[config.mk]
export PLATFORM = sky130hd
export DESIGN_NAME = parity_tx_arb_flat
export DESIGN_NICKNAME = d
export VERILOG_FILES = /design/src/rtl/parity_tx_pkg.sv /design/src/rtl/parity_tx_arb_if.sv /design/src/rtl/even_parity_gen.sv /design/src/rtl/parity_tx_arb.sv /design/src/flat_wrapper.sv
export SDC_FILE = /design/constraint.sdc
export NUM_CORES = 1
export LEC_CHECK = 0
export CELL_PAD_IN_SITES_DETAIL_PLACEMENT = 1
export CELL_PAD_IN_SITES_GLOBAL_PLACEMENT = 2
export CORE_MARGIN = 8
export CORE_UTILIZATION = 35
export DETAILED_ROUTE_END_ITERATION = 10
export PLACE_DENSITY_LB_ADDON = 0.1
export REMOVE_ABC_BUFFERS = 1
export SYNTH_ARGS = -nofsm -noshare
export SYNTH_HDL_FRONTEND = slang
export SYNTH_SLANG_ARGS = --single-unit
[constraint.sdc]
create_clock -name clk -period 4.2 [get_ports clk]
set_input_delay 1.05 -clock clk [delete_from_list [all_inputs] [get_ports clk]]
set_output_delay 1.05 -clock clk [all_outputs]
set_load 0.1 [all_outputs]
[src/rtl/parity_tx_pkg.sv]
// Shared types and line levels for the two-requester parity serial transmitter.
package parity_tx_pkg;

  typedef enum logic [2:0] {
    IDLE,
    START,
    DATA,
    PARITY,
    STOP
  } tx_state_e;

  localparam int   FRAME_BITS = 11;
  localparam logic START_LVL  = 1'b0;
  localparam logic STOP_LVL   = 1'b1;
  localparam logic IDLE_LVL   = 1'b1;

endpackage

[src/rtl/parity_tx_arb_if.sv]
// Requester handshakes plus serial line status, bundled between producers and the transmitter.
interface parity_tx_arb_if #(
  parameter int DATA_W = 8
);
  logic              req0_valid;
  logic [DATA_W-1:0] req0_data;
  logic              req0_ready;
  logic              req1_valid;
  logic [DATA_W-1:0] req1_data;
  logic              req1_ready;
  logic              tx_out;
  logic              tx_busy;
  logic              tx_done;
  logic              tx_src;

  modport master (
    output req0_valid, req0_data, req1_valid, req1_data,
    input  req0_ready, req1_ready, tx_out, tx_busy, tx_done, tx_src
  );

  modport slave (
    input  req0_valid, req0_data, req1_valid, req1_data,
    output req0_ready, req1_ready, tx_out, tx_busy, tx_done, tx_src
  );
endinterface

[src/rtl/even_parity_gen.sv]
// Appends the even-parity bit to a byte; output is {data, parity}.
module even_parity_gen (
  input  logic [7:0] data,
  output logic [8:0] coded
);
  assign coded = {data, ^data};
endmodule

[src/rtl/parity_tx_arb.sv]
// Round-robin arbiter feeding one even-parity encoder and a start/8-data/parity/stop serializer.
//
// state  | meaning
// IDLE   | line high, offering ready to the granted requester
// START  | start bit (low) for CLKS_PER_BIT cycles
// DATA   | data bits LSB-first, bit_cnt selects the bit
// PARITY | even-parity bit of the latched byte
// STOP   | stop bit (high); tx_done on its final cycle
module parity_tx_arb
  import parity_tx_pkg::*;
#(
  parameter int CLKS_PER_BIT = 4,
  parameter int DATA_W       = 8
) (
  input  logic            clk,
  input  logic            rst,
  parity_tx_arb_if.slave  bus
);

  localparam int               CNT_W    = $clog2(CLKS_PER_BIT) + 1;
  localparam logic [CNT_W-1:0] CNT_LAST = CNT_W'(CLKS_PER_BIT - 1);
  localparam logic [2:0]       BIT_LAST = 3'(DATA_W - 1);

  tx_state_e         state;
  logic [CNT_W-1:0]  clk_cnt;
  logic [2:0]        bit_cnt;
  logic [DATA_W:0]   frame_q;
  logic              last_grant;
  logic              tx_out_q;
  logic              busy_q;
  logic              done_q;
  logic              src_q;

  logic              grant;
  logic              ready0;
  logic              ready1;
  logic              hs;
  logic              bit_end;
  logic [CNT_W-1:0]  cnt_nxt;
  logic [2:0]        bit_nxt;
  logic [DATA_W-1:0] mux_data;
  logic [DATA_W:0]   coded;

  // On a tie the requester that lost last time wins.
  always_comb begin
    grant = 1'b0;
    if (bus.req0_valid && bus.req1_valid) grant = ~last_grant;
    else if (bus.req1_valid)              grant = 1'b1;
  end

  assign ready0 = !rst && (state == IDLE) && bus.req0_valid && !grant;
  assign ready1 = !rst && (state == IDLE) && bus.req1_valid &&  grant;
  assign hs     = ready0 || ready1;

  assign mux_data = grant ? bus.req1_data : bus.req0_data;

  even_parity_gen u_parity (
    .data  (mux_data),
    .coded (coded)
  );

  assign bit_end = (clk_cnt == CNT_LAST);
  assign cnt_nxt = clk_cnt + 1'b1;
  assign bit_nxt = bit_cnt + 3'd1;

  always_ff @(posedge clk or posedge rst) begin
    if (rst) begin
      state      <= IDLE;
      clk_cnt    <= '0;
      bit_cnt    <= '0;
      frame_q    <= '0;
      last_grant <= 1'b1;
      tx_out_q   <= IDLE_LVL;
      busy_q     <= 1'b0;
      done_q     <= 1'b0;
      src_q      <= 1'b0;
    end else begin
      done_q <= 1'b0;
      case (state)
        IDLE: begin
          if (hs) begin
            // Held as {parity, data} for the whole frame.
            frame_q    <= {coded[0], coded[DATA_W:1]};
            src_q      <= grant;
            last_grant <= grant;
            tx_out_q   <= START_LVL;
            busy_q     <= 1'b1;
            clk_cnt    <= '0;
            bit_cnt    <= '0;
            state      <= START;
          end
        end
        START: begin
          if (bit_end) begin
            clk_cnt  <= '0;
            tx_out_q <= frame_q[0];
            state    <= DATA;
          end else begin
            clk_cnt <= cnt_nxt;
          end
        end
        DATA: begin
          if (bit_end) begin
            clk_cnt <= '0;
            if (bit_cnt == BIT_LAST) begin
              bit_cnt  <= '0;
              tx_out_q <= frame_q[DATA_W];
              state    <= PARITY;
            end else begin
              bit_cnt  <= bit_nxt;
              tx_out_q <= frame_q[{1'b0, bit_nxt}];
            end
          end else begin
            clk_cnt <= cnt_nxt;
          end
        end
        PARITY: begin
          if (bit_end) begin
            clk_cnt  <= '0;
            tx_out_q <= STOP_LVL;
            done_q   <= (CNT_LAST == '0);
            state    <= STOP;
          end else begin
            clk_cnt <= cnt_nxt;
          end
        end
        STOP: begin
          if (bit_end) begin
            clk_cnt  <= '0;
            tx_out_q <= IDLE_LVL;
            busy_q   <= 1'b0;
            state    <= IDLE;
          end else begin
            clk_cnt <= cnt_nxt;
            done_q  <= (cnt_nxt == CNT_LAST);
          end
        end
        default: state <= IDLE;
      endcase
    end
  end

  assign bus.req0_ready = ready0;
  assign bus.req1_ready = ready1;
  assign bus.tx_out     = tx_out_q;
  assign bus.tx_busy    = busy_q;
  assign bus.tx_done    = done_q;
  assign bus.tx_src     = src_q;

endmodule

[src/flat_wrapper.sv]
// flat-port wrapper written by rule: the top's interface ports become plain ports
module parity_tx_arb_flat import parity_tx_pkg::*;
#(
  parameter int CLKS_PER_BIT = 4,
  parameter int DATA_W       = 8
)
  (clk, rst, bus_req0_valid, bus_req0_data, bus_req1_valid, bus_req1_data, bus_req0_ready, bus_req1_ready, bus_tx_out, bus_tx_busy, bus_tx_done, bus_tx_src);
  parity_tx_arb_if #(.DATA_W(DATA_W)) bus_i ();
  input  logic clk;
  input  logic rst;
  input wire logic [$bits(bus_i.req0_valid)-1:0] bus_req0_valid;
  input wire logic [$bits(bus_i.req0_data)-1:0] bus_req0_data;
  input wire logic [$bits(bus_i.req1_valid)-1:0] bus_req1_valid;
  input wire logic [$bits(bus_i.req1_data)-1:0] bus_req1_data;
  output wire logic [$bits(bus_i.req0_ready)-1:0] bus_req0_ready;
  output wire logic [$bits(bus_i.req1_ready)-1:0] bus_req1_ready;
  output wire logic [$bits(bus_i.tx_out)-1:0] bus_tx_out;
  output wire logic [$bits(bus_i.tx_busy)-1:0] bus_tx_busy;
  output wire logic [$bits(bus_i.tx_done)-1:0] bus_tx_done;
  output wire logic [$bits(bus_i.tx_src)-1:0] bus_tx_src;
  assign bus_i.req0_valid = bus_req0_valid;
  assign bus_i.req0_data = bus_req0_data;
  assign bus_i.req1_valid = bus_req1_valid;
  assign bus_i.req1_data = bus_req1_data;
  assign bus_req0_ready = bus_i.req0_ready;
  assign bus_req1_ready = bus_i.req1_ready;
  assign bus_tx_out = bus_i.tx_out;
  assign bus_tx_busy = bus_i.tx_busy;
  assign bus_tx_done = bus_i.tx_done;
  assign bus_tx_src = bus_i.tx_src;
  parity_tx_arb #(.CLKS_PER_BIT(CLKS_PER_BIT), .DATA_W(DATA_W)) u_core (.clk(clk), .rst(rst), .bus(bus_i));
endmodule
==> reports/qor.yml <==
run_status:
  outcome: "finished clean"
finish:
  utilization_pct: 44.79
  stdcell_count: 208
  layout.nets: 185
  drive_gt1_share_pct: 10.13
  antenna_cells: 0
  syn_to_final_growth_pct: 26.56
  stdcell_area_sq_mm: 0.001753
synthesis:
  postSynth.asyncResetShare_pct: 100.0
  ys_seq_area_share_pct: 41.73
  synth_common_cells: "21 x dfrtp_1, 16 x nand2_1, 13 x xnor2_1"
  synth_edf_count: 0
  synth_area_per_cell_sq_um: 10.41
  ys_warn_count: 0
  ys_types: 33
  synth-seq-cells: 23
  syn_area_sq_mm: 0.001385
  yosysMostFrequentCell: "dfrtp_1"
  synth_top_area_share_pct: 37.94
  ys.flop_type: "dfrtp_1"
  synthCells: 133
  synth_top_area_cell: "dfrtp_1"
  yosys-top-cells-area: "dfrtp_1 38%, xnor2_1 8.2%, mux2i_1 7.9%, ha_1 5.4%, nand2_1 4.3%"
drt:
  avgViaCountPerCell: 4.938
  route.antenna.remaining_nets: 0
  wl_um: 3257
  drc: 0
  drt_first_iter_violations: 22
  drt-wirelength-per-cell_um: 15.66
  vias: 1027
  dr.pass1.iters: 2
sta:
  finClkSkew_ns: 0.001396
  slew_violations: 0
  tightest_slew_ns: 0.9770
  setup_viol: 0
  post-route-period-util_pct: 83.87
  setup_slack_ns: 0.6776
  finalHoldViolCount: 0
  fmax_ghz: 0.2839
  slew_headroom_pct: 34.66
  post-route-min-period_ns: 3.522
  hold_slack_ns: 0.4799
  fin_tns_setup_ns: 0
  grt_setup_unrepaired: "no"
critical_path:
  startpoint: "bus_req1_valid"
  cp_max_fo: 10
  r2r-start: "u_core.bit_cnt[0]"
  cp_slowest_stage_delay_ns: 0.53
  crit_chain: "clkdlybuf4s50_1 > a21boi_1 > buf_4 > and2_1 > buf_12"
  worstPathArrival_ns: 2.47
  critical_path_class: "input port to output port"
  setup.worst_path.end_class: "output port"
  startpoint_type: "input port"
  crit_slowest_cell: "clkdlybuf4s50_1"
  cp.required_ns: 3.15
placed_design:
  numPortBuffers: 25
  dpl_cell_area_sq_mm: 0.001708
  post-place-cells: 204
  place_ws_ns: 0.7068
  hpwl_um: 2696
  globalplace.congestion: 0.7054
global_routing:
  grt_pass1_wl_um: 5478
  track_usage_pct: 10.86
  grt_pass1_vias: 1128
  grt_overflow_total: 0
  grt_max_degree: 24
  antenna_found_initial: 0
clock_tree:
  hold_buffers: 0
  cts_root_buf: "clkbuf_8"
  cts_sinks: 23
  cts_tree: "yes"
  clockBufferDepth: 2
  cts.repair.resized: 0
  clkSlewWorstSetupHoldPaths_ns: 0.08
  cts_setup_buffers: 0
  clk_latency_ns: 0.26
  cts_buffers: 3
  htree_levels: 1
floorplan:
  start_util_pct: 35.39
  die-width_um: 78.91
  io_pins: 26
  fp.dieH_um: 78.91
  die-area_sq_mm: 0.006226
  core_sq_mm: 0.003914
  rows: 23
job:
  max-cap-violations: 0
min_path:
  min_from: "u_core.bus.tx_busy"
  hp-class: "flop to flop"
pwr:
  power.total_mw: 1.070
  power_density_mw_per_mm2: 610.5
  ir_drop_v: 0.0003108
  power.leakage_nw: 0.7772
power by group:
group          internal (mW)  total, mW  switching [mW]
clock network         0.0675      0.134          0.0669
registers              0.313      0.399          0.0864
logic                  0.223      0.537           0.313
total                  0.604       1.07           0.467
worst max-delay path: cells and delay by family:
kind	cells	cell delay, ns
AND/OR/NAND/NOR	1	0.29
AO/OA/AOI/OAI	1	0.17
buffers and inverters	3	0.95
area by class of cell:
| class | count | area (sq um) |
|---|---|---|
| Fill cell | 471 | 2161 |
| Multi-Input combinational cell | 96 | 748.2 |
| Sequential cell | 23 | 578.1 |
| Timing Repair Buffer | 28 | 292.8 |
| Tap cell | 50 | 62.56 |
| Clock buffer | 4 | 45.04 |
| Inverter | 7 | 26.28 |
sequential cells by signal, indices dropped and copies added (netlist names):
register            cells
u_core.bus.tx_src       1
u_core.bus.tx_busy      1
u_core.bus.tx_out       1
u_core.bit_cnt          3
u_core.last_grant       1
u_core.clk_cnt          3
u_core.frame_q          9
u_core.bus.tx_done      1
u_core.state            3
cell usage in the layout (no fill, tap or decap), types with 2 or more instances in the layout:
master / n
mux2i_1: 11
mux4_1: 2
dfrtp_1: 21
buf_12: 2
a21o_1: 3
ha_1: 6
inv_1: 7
o21ai_0: 2
nand3b_1: 2
nand2_1: 16
a22o_1: 3
dfstp_2: 2
xnor2_1: 13
xor2_1: 3
o21ai_1: 10
clkdlybuf4s50_1: 23
clkbuf_8: 3
nor2_1: 6
nand3_1: 2
and2_1: 2
a21oi_1: 2
buf_4: 3
worst paths after layout:
| kind | to | slack [ns] | depth (start not counted) |
|---|---|---|---|
| setup / recovery | bus_req1_ready | 0.68 | 5 |
| hold / removal | u_core.bus.tx_busy | 0.48 | 2 |
| setup reg to reg | u_core.bus.tx_out | 2.04 | 6 |
| hold reg to reg | u_core.bus.tx_busy | 0.48 | 2 |
| max in group asynchronous | u_core.bus.tx_out | 2.64 | 3 |
| min in group asynchronous | u_core.state[1] | 1.29 | 3 |
cell families (layout without fill, tap and decap cells):
| family | Yosys count | after routing | share of synthesized area [%] |
|---|---|---|---|
| simple gates | 33 | 33 | 12.83 |
| mux | 14 | 14 | 12.56 |
| buf+inv | 14 | 39 | 4.246 |
| fa+ha+maj | 6 | 6 | 5.420 |
| xor+xnor | 16 | 16 | 10.12 |
| compound gates | 27 | 27 | 13.10 |
| flops | 23 | 23 | 41.73 |
routing by layer:
metal  vias to the layer above  wire length [um]  GRT usage, %
li1                        512                 -             -
met1                       499              1582         13.84
met2                        14              1533         17.73
met3                         2               119         2.596
met4                         0                22         3.333
met5                         -                 0             0
No activity file was read; power rests on OpenSTA's default activity.
